`src/rtl/iter_ctrl_pkg.sv`:
```
// Shared definitions for the iterative-operation controller.
// The state codes are fixed so that datapath benches can decode them.
package iter_ctrl_pkg;

  typedef enum logic [2:0] {
    S_IDLE = 3'd0,
    S_INIT = 3'd1,
    S_ITER = 3'd2,
    S_DONE = 3'd3,
    S_TOUT = 3'd4
  } state_t;

endpackage

```
`src/rtl/iter_counter.sv`:
```
// Iteration counter with synchronous clear/enable and a compare against lim-1.
module iter_counter #(
  parameter int CNT_W = 8
) (
  input  logic             clk,
  input  logic             rst,
  input  logic             clr,
  input  logic             en,
  input  logic [CNT_W-1:0] lim,
  output logic [CNT_W-1:0] cnt,
  output logic             last
);

  logic [CNT_W-1:0] cnt_reg;

  always_ff @(posedge clk or posedge rst) begin
    if (rst) begin
      cnt_reg <= '0;
    end else if (clr) begin
      cnt_reg <= '0;
    end else if (en) begin
      cnt_reg <= cnt_reg + CNT_W'(1);
    end
  end

  // lim == 0 never reaches the iterate phase, so the wrapped lim-1 is harmless
  assign last = (cnt_reg == lim - CNT_W'(1));
  assign cnt  = cnt_reg;

endmodule

```
`src/rtl/iter_ctrl.sv`:
```
// Load/iterate/finish sequencer for an iterative datapath, with run-time
// iteration limit, timeout, abort and busy status.
module iter_ctrl
  import iter_ctrl_pkg::*;
#(
  parameter int CNT_W = 8
) (
  input  logic             clk,
  input  logic             rst,
  input  logic             start,
  input  logic             abort,
  input  logic             zero,
  input  logic [CNT_W-1:0] limit,
  output logic             init,
  output logic             do_iter,
  output logic             busy,
  output logic             ready,
  output logic             timeout,
  output logic [CNT_W-1:0] iter_cnt
);

  state_t           state_reg;
  state_t           state_next;
  logic [CNT_W-1:0] lim_reg;
  logic             cnt_clr;
  logic             cnt_en;
  logic             cnt_last;
  logic             accept;

  assign accept = (state_reg == S_IDLE) && start && !abort;

  always_ff @(posedge clk or posedge rst) begin
    if (rst) begin
      state_reg <= S_IDLE;
      lim_reg   <= '0;
    end else begin
      state_reg <= state_next;
      if (accept) begin
        lim_reg <= limit;
      end
    end
  end

  // abort > zero > limit check in every active state
  always_comb begin
    state_next = S_IDLE;
    case (state_reg)
      S_IDLE: state_next = accept ? S_INIT : S_IDLE;
      S_INIT: begin
        if (abort)              state_next = S_IDLE;
        else if (zero)          state_next = S_DONE;
        else if (lim_reg == '0) state_next = S_TOUT;
        else                    state_next = S_ITER;
      end
      S_ITER: begin
        if (abort)         state_next = S_IDLE;
        else if (zero)     state_next = S_DONE;
        else if (cnt_last) state_next = S_TOUT;
        else               state_next = S_ITER;
      end
      S_DONE:  state_next = S_IDLE;
      S_TOUT:  state_next = S_IDLE;
      default: state_next = S_IDLE;
    endcase
  end

  assign cnt_clr = (state_reg == S_INIT);
  assign cnt_en  = (state_reg == S_ITER) && !abort;

  iter_counter #(
    .CNT_W(CNT_W)
  ) u_counter (
    .clk  (clk),
    .rst  (rst),
    .clr  (cnt_clr),
    .en   (cnt_en),
    .lim  (lim_reg),
    .cnt  (iter_cnt),
    .last (cnt_last)
  );

  assign init    = (state_reg == S_INIT);
  assign do_iter = (state_reg == S_ITER);
  assign busy    = (state_reg == S_INIT) || (state_reg == S_ITER);
  assign ready   = (state_reg == S_DONE);
  assign timeout = (state_reg == S_TOUT);

endmodule

```
`config.mk`:
```
export PLATFORM = sky130hd
export DESIGN_NAME = iter_ctrl
export DESIGN_NICKNAME = d
export VERILOG_FILES = /design/src/rtl/iter_ctrl_pkg.sv /design/src/rtl/iter_counter.sv /design/src/rtl/iter_ctrl.sv
export SDC_FILE = /design/constraint.sdc
export NUM_CORES = 1
export LEC_CHECK = 0
export ABC_AREA = 1
export BUFFER_PORTS_ARGS = -buffer_cell sky130_fd_sc_hd__buf_2
export CAP_MARGIN = 25
export CORE_MARGIN = 2
export CORE_UTILIZATION = 55
export CTS_CLUSTER_DIAMETER = 120
export DETAILED_ROUTE_END_ITERATION = 8
export PLACE_DENSITY = 0.8
export SLEW_MARGIN = 20
export SYNTH_ARGS = -nofsm -noshare
export SYNTH_HDL_FRONTEND = slang
export SYNTH_HIERARCHICAL = 1
export SYNTH_SLANG_ARGS = --single-unit
```
`constraint.sdc`:
```
create_clock -name clk -period 4.3 [get_ports clk]
set_input_delay 0.43 -clock clk [delete_from_list [all_inputs] [get_ports clk]]
set_output_delay 0.43 -clock clk [all_outputs]
set_load 0.02 [all_outputs]
```
Yosys cells after proc, flatten, opt, wreduce, memory -nomap -nowiden
Index checks and enable logic that the tools add are counted.

storage, ports and cells
  input port bits = 13
  output and inout port bits = 13
  register bits = 19
  word-level logic and storage cells = 28

operators by class
  add/sub/neg operators = 2
  multiplexer cells = 10
  eq/ne operators = 5
  reduce and logical (&&, ||, !) cells = 8

operator list
  kind                                                                 number
  3-bit two-way mux                                                    6
  8-bit two-way mux                                                    2
  3-bit one-hot mux with 3 select lines                                1
  8-bit by 1-bit adder with 8-bit output (second input constant)       1
  8-bit == test                                                        1
  8-bit logical NOT                                                    1
  8-bit by 1-bit subtractor with 8-bit output (second input constant)  1
  3-bit by 2-bit == test with 1-bit output (second input constant)     2
  3-bit by 1-bit == test with 1-bit output (second input constant)     1
  3-bit == test (second input constant)                                1
  1-bit logical AND                                                    3
  3-bit logical NOT                                                    1
  2-bit nonzero test                                                   1
  1-bit logical NOT                                                    1
  1-bit logical OR                                                     1
  1-bit two-way mux                                                    1

Depth between registers and ports, before layout
  word-level depth = 6
  depth in mapped cells = 14
  mapped depth without buffers = 14

Modules after synthesis
Netlist, hierarchy kept.

modules (own cells, without submodules)
  module        seq. area each (um^2)  instances  cells each  area each (um^2)
  iter_counter  200.2                  1          121         729.4
  iter_ctrl     275.3                  1          70          581.8

Least setup slack after synthesis
OpenSTA, ideal clock, no wires.

  path type = register -> register
  start = register lim_reg[0]
  end = register state_reg[1]
  stages on the path, launching flop included = 13
  arrival time = 1.437 ns
  path buffers = 0
  setup time = 0.123 ns
  slack = 2.740 ns
  period minus slack after synthesis = 1.560 ns
  required time = 4.177 ns
  path through = dfrtp_1 inv_2 ha_1 nand2_1 nand2_1 nor2_1 nand3_1 nor2_1 nand3_1 nor2_1 inv_1 o21ai_0 nand2_1

on the way
  longest elaborated chain between the ends = 6
  elaborated cells between the ends (all ways) = 10
  classes of those cells = add/sub: 1; eq/ne: 1; mux: 7; reduce/logical: 1

ends and longest elaborated chain
  what                                         line                text
  start: declaration                           iter_ctrl.sv:24     logic [CNT_W-1:0] lim_reg;
  start signal: assignment                     iter_ctrl.sv:39     lim_reg <= limit;
  8-bit by 1-bit subtractor with 8-bit output  iter_counter.sv:27  assign last = (cnt_reg == lim - CNT_W'(1));
  8-bit == test                                iter_counter.sv:27
  via cnt_last                                 iter_ctrl.sv:27     logic cnt_last;
  3-bit two-way mux                            iter_ctrl.sv:58     else if (cnt_last) state_next = S_TOUT;
  3-bit two-way mux                            iter_ctrl.sv:57     else if (zero) state_next = S_DONE;
  3-bit two-way mux                            iter_ctrl.sv:56     if (abort) state_next = S_IDLE;
  3-bit one-hot mux with 3 select lines        iter_ctrl.sv:47     case (state_reg)
  via state_next[1]                            iter_ctrl.sv:23     state_t state_next;
  end signal: assignment                       iter_ctrl.sv:37     state_reg <= state_next;
  end: declaration                             iter_ctrl.sv:22     state_t state_reg;

The timed path passes the listed nets, and every way through them passes these cells.
A chain may end at the register's enable or synchronous reset.

Final worst setup path
  start = register state_reg[1]
  end = output port init

on the way
  longest elaborated chain between the ends = 1

ends and longest elaborated chain
  what                                      line             text
  3-bit by 1-bit == test with 1-bit output  iter_ctrl.sv:82  assign init = (state_reg == S_INIT);
  end: declaration                          iter_ctrl.sv:14  output logic init,

Every way passes these cells.

==> impl_metrics.toml <==
[pwr]
p_leak_nw = 0.8566
peakVddDrop_mv = 0.2878
p_per_area_nw_per_um2 = 436.4

[route]
drt_iter0_drc = 37
viasPerCell = 5.012
vias = 1238
wirelength_um = 2763
postRouteAntennaNets = 0
drc = 0
drtPass1Iterations = 4
wl_per_cell_um = 11.19

[layout]
drive_gt1_share_pct = 23.29
multiInputGateArea_um2 = 674.4
syn2layout_area_growth_pct = 13.36
fillers = 210
layout.nets = 235
fin_util_pct = 66.55
diodes = 0
ff_latch_area_um2 = 475.5

[global_route]
track_usage_pct = 24.28
antenna_found_initial = 0
grt_max_degree = 18
grt_overflow = 0
grt_pass1_wl_um = 5016
grt_pass1_vias = 1197

[setup_path]
setup.worst_path.end_class = "primary output"
crit_required_ps = 3870
cp-start-kind = "register"
path_class = "register to primary output"
path_max_fanout = 4
crit_arrival_ps = 1360

[floorplan]
design.core.area_um2 = 2233
core.rowCount = 17
die_area_um2 = 2790
die_y_um = 52.83
die_x_um = 52.83
initial_utilization_pct = 58.71
io_pins = 26

[sta]
fmax_ghz = 0.5578
final_max_slew_viol_count = 0
finalHoldViolations = 0
setup_viol_count_final = 0
post-route-min-period_ps = 1793
worst_slew_pin_slew_ps = 437.2
fin_worst_skew_ps = 3.632
setup-tns-final_ps = 0
rsz0062_at_grt = "false"
max_slew_margin_pct = 70.82
fin_crit_sh_pct = 41.69

[clocking]
cts_max_path_buffers = 2
cts-resized-gates = 0
cts_buffers = 3
clkTransAtPathRegs_ps = 110
h-tree-depth = 1
tritoncts = "built"
cts_hold_buf = 0
cts_setup_buffers = 0
cts_root_buf = "clkbuf_4"
cts_sinks = 19
clk_latency_ps = 290

[synthesis]
syn_nets = 206
avgSynthCellArea_um2 = 6.865
netlist_instances = 191
ys_seq_elements = 19
yosysWarnings = 6
netlist_area_um2 = 1311
synth_cell_types = 21
yosysSeqAreaShare_pct = 36.26

[run]
cap_violations = 0

[place]
port_buffers = 25
dp_hpwl_um = 2177
gp_congestion = 0.8299

[hold_path]
min_path_type = "input pin to async pin"

[outcome]
status = "completed"
[layout by cell type, fill, tap and decap left out, types with 3 or more instances in the layout]
cell type | Yosys | routed
o21ai_2 | 8 | 8
inv_1 | 36 | 36
inv_2 | 4 | 4
o21ai_0 | 8 | 8
nor2_2 | 4 | 4
dfrtp_1 | 19 | 19
nor2_1 | 19 | 19
nand2_1 | 53 | 53
a21oi_1 | 4 | 4
clkbuf_4 | 0 | 3
buf_2 | 0 | 25
nand3_1 | 20 | 20
[synthesized netlist by cell type, drive strengths merged]
cell type  instances  share of area [%]
xor2               1               0.67
buf                1               0.86
nand2             55                 16
o21ai             16                8.4
nand3             20                7.6
xnor2              2                1.3
nor3               5                3.5
a21oi              4                1.5
dfrtp             19                 36
inv               40                 11
ha                 2                1.9
nor2              24                8.2
nand4              2                2.1
[through the flow]
stage | std cells | worst slack, ps | hold slack (ps) | total power [W] | cell area, um^2
floorplan | 191 | 2740 | 245.7 | 0.0004887 | 1311
global placement | 243 | 2677 | 395.9 | 0.0005445 | 1460
detailed placement | 243 | 2589 | 408.0 | 0.0005577 | 1460
CTS | 247 | 2494 | 75.97 | 0.0006514 | 1486
global route | 247 | 2368 | 83.56 | 0.0007139 | 1486
finish | 247 | 2507 | 69.79 | 0.0006486 | 1486
[worst max-delay path: stages (launching register included)]
cell,delay (ps)
dfrtp_1,420
inv_1,140
nand3_1,160
inv_1,160
buf_2,190
[layout make-up]
| type | count | share of cell area [%] |
|---|---|---|
| Inverter | 40 | 10.10 |
| Sequential cell | 19 | 31.99 |
| Clock buffer | 4 | 1.768 |
| Multi-Input combinational cell | 131 | 45.37 |
| Tap cell | 28 | 2.357 |
| Timing Repair Buffer | 25 | 8.417 |
[worst paths after layout]
| kind | cells past startpoint | start | slack, ps | to |
|---|---|---|---|---|
| max | 4 | state_reg[1]$_DFF_PP0_ | 2510 | init |
| min | 2 | rst | 70 | u_counter/cnt[7]$_DFFE_PP0P_ |
| max reg2reg | 13 | lim_reg[0]$_DFFE_PP0P_ | 2570 | state_reg[1]$_DFF_PP0_ |
| min reg2reg | 2 | lim_reg[7]$_DFFE_PP0P_ | 550 | lim_reg[7]$_DFFE_PP0P_ |
| max in group asynchronous | 2 | rst | 3880 | lim_reg[1]$_DFFE_PP0P_ |
| min in group clk | 3 | limit[6] | 360 | lim_reg[6]$_DFFE_PP0P_ |
[cell families after synthesis]
kind of cell	Yosys count	share of synthesized area (%)
AO/OA/AOI/OAI	20	9.924
buffers and inverters	41	12.31
AND/OR/NAND/NOR	106	37.60
XOR/XNOR	3	2.004
adder cells (fa/ha/maj)	2	1.908
flip-flops	19	36.26
[power breakdown]
part	leakage (nW)	switching, W	internal, W
Clock	0.0150	0.0000558	0.0000361
Combinational	0.591	0.000186	0.000107
Sequential	0.251	0.0000504	0.000213
Total	0.857	0.000292	0.000357
[routing by layer]
layer	vias up	part of all wire, %	track usage (%)	wire length, um
met5	-	0	0	0
met4	0	0.58	9.402	16
met3	2	3.5	4.286	97
met2	27	50	41.25	1373
met1	560	46	30.25	1276
li1	649	-	-	-
No activity file was read; power rests on OpenSTA's default activity.
